**src/rtl/mux_arb_pkg.sv**
```systemverilog
// Shared definitions for the 4:1 mux select arbiter: channel count, select width,
// arbiter state encoding and the reset value of the round-robin pointer.
package mux_arb_pkg;

  localparam int NUM_CH = 4;
  localparam int SEL_W  = 2;

  typedef enum logic {
    IDLE  = 1'b0,
    GRANT = 1'b1
  } arb_state_t;

  // Pointer starts at the last channel so the first search begins at channel 0.
  localparam logic [SEL_W-1:0] LAST_PTR_RST = 2'b11;

endpackage

```
**src/rtl/rr_pick_4.sv**
```systemverilog
// Combinational round-robin search: first set request after ptr, wrapping,
// with the channel at ptr itself checked last.
module rr_pick_4
  import mux_arb_pkg::*;
(
  input  logic [NUM_CH-1:0] req,
  input  logic [SEL_W-1:0]  ptr,
  output logic              found,
  output logic [SEL_W-1:0]  idx
);

  logic [SEL_W-1:0] cand;

  // Walk from the farthest offset down to ptr+1 so the nearest requester overrides.
  always_comb begin
    found = 1'b0;
    idx   = '0;
    cand  = '0;
    for (int k = NUM_CH; k >= 1; k--) begin
      cand = ptr + SEL_W'(k);
      if (req[cand]) begin
        found = 1'b1;
        idx   = cand;
      end
    end
  end

endmodule

```
**src/rtl/mux_sel_rr_arbiter.sv**
```systemverilog
// Round-robin arbiter driving the registered 2-bit select of the 4:1 channel mux;
// a grant is held until done, a hold-limit timeout, or the request drops.
module mux_sel_rr_arbiter
  import mux_arb_pkg::*;
#(
  parameter  int HOLD_MAX = 8,
  localparam int CNT_W    = $clog2(HOLD_MAX)
) (
  input  logic              clk_in,
  input  logic              rst_n_in,
  input  logic [NUM_CH-1:0] req_in,
  input  logic              done_in,
  output logic [SEL_W-1:0]  sel_out,
  output logic [NUM_CH-1:0] grant_out,
  output logic              valid_out
);

  arb_state_t       state_p0, state_nx;
  logic [SEL_W-1:0] sel_p0, sel_nx;
  logic [SEL_W-1:0] last_ptr_p0, last_ptr_nx;
  logic [CNT_W-1:0] hold_cnt_p0, hold_cnt_nx;
  logic             vld_p0;

  logic             pick_found;
  logic [SEL_W-1:0] pick_idx;
  logic             hold_last;
  logic             release_grant;

  rr_pick_4 u_pick (
    .req   (req_in),
    .ptr   (last_ptr_p0),
    .found (pick_found),
    .idx   (pick_idx)
  );

  assign hold_last     = (hold_cnt_p0 == CNT_W'(HOLD_MAX - 1));
  assign release_grant = done_in | hold_last | ~req_in[sel_p0];

  always_comb begin
    state_nx    = state_p0;
    sel_nx      = sel_p0;
    last_ptr_nx = last_ptr_p0;
    hold_cnt_nx = hold_cnt_p0;
    case (state_p0)
      IDLE: begin
        if (pick_found) begin
          state_nx    = GRANT;
          sel_nx      = pick_idx;
          last_ptr_nx = pick_idx;
          hold_cnt_nx = '0;
        end
      end
      GRANT: begin
        if (release_grant) begin
          // Re-arbitrate in the same edge; last_ptr equals sel, so the current
          // channel only wins again when it is the only requester.
          hold_cnt_nx = '0;
          if (pick_found) begin
            sel_nx      = pick_idx;
            last_ptr_nx = pick_idx;
          end else begin
            state_nx = IDLE;
          end
        end else begin
          hold_cnt_nx = hold_cnt_p0 + CNT_W'(1);
        end
      end
      default: state_nx = IDLE;
    endcase
  end

  // Stage p0: all arbiter state, cleared asynchronously
  always_ff @(posedge clk_in or negedge rst_n_in) begin
    if (!rst_n_in) begin
      state_p0    <= IDLE;
      sel_p0      <= '0;
      last_ptr_p0 <= LAST_PTR_RST;
      hold_cnt_p0 <= '0;
    end else begin
      state_p0    <= state_nx;
      sel_p0      <= sel_nx;
      last_ptr_p0 <= last_ptr_nx;
      hold_cnt_p0 <= hold_cnt_nx;
    end
  end

  assign vld_p0    = (state_p0 == GRANT);
  assign valid_out = vld_p0;
  assign sel_out   = sel_p0;
  assign grant_out = vld_p0 ? (NUM_CH'(1) << sel_p0) : '0;

endmodule

```
**config.mk**
```make
export PLATFORM = sky130hd
export DESIGN_NAME = mux_sel_rr_arbiter
export DESIGN_NICKNAME = d
export VERILOG_FILES = /design/src/rtl/mux_arb_pkg.sv /design/src/rtl/rr_pick_4.sv /design/src/rtl/mux_sel_rr_arbiter.sv
export SDC_FILE = /design/constraint.sdc
export NUM_CORES = 1
export LEC_CHECK = 0
export ABC_AREA = 1
export ABC_CLOCK_PERIOD_IN_PS = 3100
export BUFFER_PORTS_ARGS = -buffer_cell sky130_fd_sc_hd__buf_2
export CORE_MARGIN = 4
export CORE_UTILIZATION = 45
export CTS_BUF_LIST = sky130_fd_sc_hd__clkbuf_4
export DETAILED_ROUTE_END_ITERATION = 16
export GPL_TIMING_DRIVEN = 0
export PLACE_DENSITY_LB_ADDON = 0.1
export SLEW_MARGIN = 20
export SYNTH_ARGS = -nofsm -noshare
export SYNTH_HDL_FRONTEND = slang
export SYNTH_SLANG_ARGS = --single-unit
```
**constraint.sdc**
```tcl
create_clock -name clk_in -period 3.1 [get_ports clk_in]
set_input_delay 0.31 -clock clk_in [delete_from_list [all_inputs] [get_ports clk_in]]
set_output_delay 0.31 -clock clk_in [all_outputs]
set_load 0.005 [all_outputs]
```
# --- After elaboration in Yosys (flattened, before gate mapping) ---
# Index checks and enable logic that the tools add are counted.
# W data, S select, Z words.
word_totals:
  regBits: 8
  input_bits: 7
  out_inout_bits: 7
op_classes:
  add_sub_neg: 4
  magnitude_cmp: 5
  eq_ne: 3
  shifts: 1
  n_mux: 31
  bitwise: 4
op_table:
  columns: ["operator", "count"]
  rows:
  - ["$mux W2", 8]
  - ["$lt A2 B3 Y1 const B", 5]
  - ["$mux W1", 11]
  - ["$bmux W1 S2", 5]
  - ["$pmux W2 S2", 2]
  - ["$mux W3", 2]
  - ["$pmux W3 S2", 1]
  - ["$add A2 B2 Y2 const B", 2]
  - ["$mux W4", 1]
  - ["$shl A1 B2 Y4 const A", 1]
  - ["$add A3 B1 Y3 const B", 1]
  - ["$eq A3 B3 Y1 const B", 1]
  - ["$add A2 B1 Y2 const B", 1]
  - ["$ne A2 B1 Y1 const B", 1]
  - ["$ne A2 B2 Y1 const B", 1]
  - ["$not A1 Y1", 2]
  - ["$or A1 B1 Y1", 2]
  - ["$pmux W1 S2", 1]

# --- Depth between registers and ports, before layout ---
depth:
  word_depth: 9
  mapped_depth: 12
  depth_no_buf: 11

# --- By module ---
# From an unflattened synthesis, not the netlist that was laid out.
unflattened:
  cells_unflattened: 101
  hier_area_um2: 663.1
modules_own_cells:
  columns: ["mod", "instances", "cells_each", "area_each_um2", "seq_area_each_um2"]
  rows:
  - ["mux_sel_rr_arbiter", 1, 50, 416.6, 202.7]
  - ["rr_pick_4", 1, 51, 246.5, 0.0]

# --- Least setup slack after synthesis ---
# Ideal clock, no wire load.
synth_timing:
  kind: "register to register"
  from: "register hold_cnt_p0[0]"
  to: "register sel_p0[0], in the netlist sel_out[0]"
  arrival_time_ns: 1.320
  t_required_ns: 2.983
  slack_ns: 1.663
  stages_incl_launch_ff: 11
  path_buffers: 0
  path_cell_list: "dfrtp_1 ha_1 ha_1 nor2_1 nand2_1 nor2_2 nor2_4 nand2_2 inv_2 nand2_2 nand2_1"
synth_between:
  elab_chain_len: 4
synth_lines:
  columns: ["item", "line_no", "rtl"]
  rows:
  - ["start: declaration", "mux_sel_rr_arbiter.sv:21", "logic [CNT_W-1:0] hold_cnt_p0, hold_cnt_nx;"]
  - ["start signal: assignment", "mux_sel_rr_arbiter.sv:83", "hold_cnt_p0 <= hold_cnt_nx;"]
  - ["$eq A3 B3 Y1", "mux_sel_rr_arbiter.sv:36", "assign hold_last = (hold_cnt_p0 == CNT_W'(HOLD_MAX - 1));"]
  - ["$or A1 B1 Y1 (2 in a row)", "mux_sel_rr_arbiter.sv:37", "assign release_grant = done_in | hold_last | ~req_in[sel_p0];"]
  - ["$ne A2 B1 Y1 (no source line)", null, null]
  - ["end signal: assignment", "mux_sel_rr_arbiter.sv:81", "sel_p0 <= sel_nx;"]
  - ["end: declaration", "mux_sel_rr_arbiter.sv:19", "logic [SEL_W-1:0] sel_p0, sel_nx;"]
# Every way passes these cells.
# A chain may end at the register's enable or synchronous reset.

# --- Worst setup path in the final report ---
# Ends and elaborated chain as after synthesis.

==> metrics.yaml <==
ctsResizeCount: 0
layout_commonest_cell: "nand2_1"
finalCritPeriodShare: 0.5030
vias: 609
clk_pin_slew_ps: 60
final-hold-violation-count: 0
grt_pass1_vias: 542
ys_types: 20
startpoint_type: "flop"
vias_per_cell: 4.951
grt_max_degree: 11
cts.sinks: 8
synth_fp_nets: 99
drive_above_1_share: 0.3241
regArea_um2: 202.7
drc_errors: 0
crit_path_max_fanout: 5
gr-total-overflow: 0
synthFlopType: "dfrtp_1"
clock.fmax_mhz: 641.3
cp-end-kind: "flop"
placed_area_um2: 714.4
start_util: 0.4786
yosys_warnings: 0
hold_path.class: "in -> reg"
finalSetupViolations: 0
ys_ff_latch: 8
synthToLayoutAreaGrowth_pct: 19.64
tightest_slew_ps: 257.3
antenna_found_initial: 0
cts_tree: "done"
routedWlPerCell_um: 10.21
postCtsHoldBufs: 1
peakVddDrop_mv: 0.6524
grt_pass1_wl_um: 2214
grtUsageTotal: 0.1462
finalSetupTns_ps: 0
maxCapViolCount: 0
synth.area.top_cells: "dfrtp_1 (24%), nand2_1 (18%), nand3_1 (9.5%), dfstp_2 (8.3%), inv_1 (6.0%)"
place_congestion: 0.7847
netlist_area_um2: 630.6
ys_async_sr_fraction: 1.000
insertion_delay_ps: 260
stdcell_area_um2: 754.5
final.min_clock_period_ps: 1559
cp.arrival_ps: 1700
worstSetupPathType: "reg -> reg"
place_inst: 118
hold-worst-slack_ps: 341.6
cts_buffers: 3
syn_area_per_cell_um2: 7.007
drt_iter0_drc: 8
p_leak_nw: 0.4389
clockBufferDepth: 2
layout_common_cells: "nand2_1 (31), buf_2 (13), nand3_1 (12)"
setup_ws_ps: 1541
dp_hpwl_um: 1010
rows: 13
dieHeight_um: 45.44
netlist_instances: 90
cp.required_ps: 3240
synth.largest_area_cell: "dfrtp_1"
power_density_mw_per_mm2: 1049
antenna_left: 0
final_max_slew_viol_count: 0
fin_worst_skew_ps: 6.243
dr.pass1.iters: 4
port_buffers: 13
finalNonFillerCells: 123
finalPower_mw: 0.7916
grt_setup_unrepaired: "no"
fin_nets: 118
synth_seq_area_share: 0.3214
multi_input_area_um2: 362.8
preCtsSetupSlack_ps: 1558
htreeDepth: 1
io_pins: 14
dieArea_mm2: 0.002064
diodes: 0
status: "complete, no violations"
core_mm2: 0.001318
postCtsSetupBuffers: 0
synth_edf_count: 0
yosysTopAreaCellShare: 0.2381
relSlewSlack: 0.8285
wl_um: 1256
die-width_um: 45.44
ctsRootBufferMaster: "clkbuf_4"
fill_cells: 121
fin_util: 0.5727
## synth_stat cells, types with 2 or more instances
cell type and n:
nor2_1 2, inv_2 2, inv_1 10, dfrtp_1 6, o21ai_0 2, nor2_2 3, a22o_1 2, dfstp_2 2
ha_1 2, nand3_1 12, nand2_1 31, nand2_2 5, nor3_1 4
## cell families after synthesis
logic type	after synthesis	share of synthesized area
AND/OR/NAND/NOR	60	0.4544
buffers and inverters	14	0.1032
flip-flops	8	0.3214
AO/OA/AOI/OAI	6	0.08137
adder cells (fa/ha/maj)	2	0.03968
## sequential cells by signal (all words and copies together) (netlist names)
signal	flops
hold_cnt_p0	3
last_ptr_p0	2
sel_out	2
valid_out	1
## layer usage
metal,up-vias,part of all wire,global-route usage,routed length [um]
met5,-,0,0,0
met4,0,0.0064,0.03509,8
met3,2,0.072,0.03557,91
met2,15,0.44,0.2256,548
met1,263,0.48,0.2044,608
li1,329,-,-,-
## area by class of cell
cell class                 count  area share
timing repair buffer          14     0.09950
sequential                     8      0.2687
multi-input combinational     68      0.4809
clock buffer                   4     0.03980
inverter                      13     0.07131
tap                           15     0.02488
buffer                         1     0.01493
## worst paths after layout
check	start	end	slack, ps	cells past startpoint
max	hold_cnt_p0[0]	sel_out[0]	1540	10
min	done_in	hold_cnt_p0[0]	340	4
max reg2reg	hold_cnt_p0[0]	sel_out[0]	1540	10
min reg2reg	hold_cnt_p0[0]	hold_cnt_p0[0]	500	1
max in group asynchronous	rst_n_in	last_ptr_p0[0]	2420	2
min in group asynchronous	rst_n_in	hold_cnt_p0[1]	430	2
## critical path: stages (launching register included)
cell and delay [ps]:
dfrtp_1 400, ha_1 210, ha_1 170, nor2_1 90, nand2_1 80, nor2_2 210, nor2_4 80, nand2_2 70
inv_2 30, nand2_2 50, nand2_1 50
## report_power, final
group	leakage, nW	switching (mW)	internal (mW)	total [mW]
logic	0.326	0.300	0.193	0.493
clock network	0.0184	0.0384	0.0582	0.0966
registers	0.0949	0.0454	0.157	0.202
(Power assumes the default switching activity.)
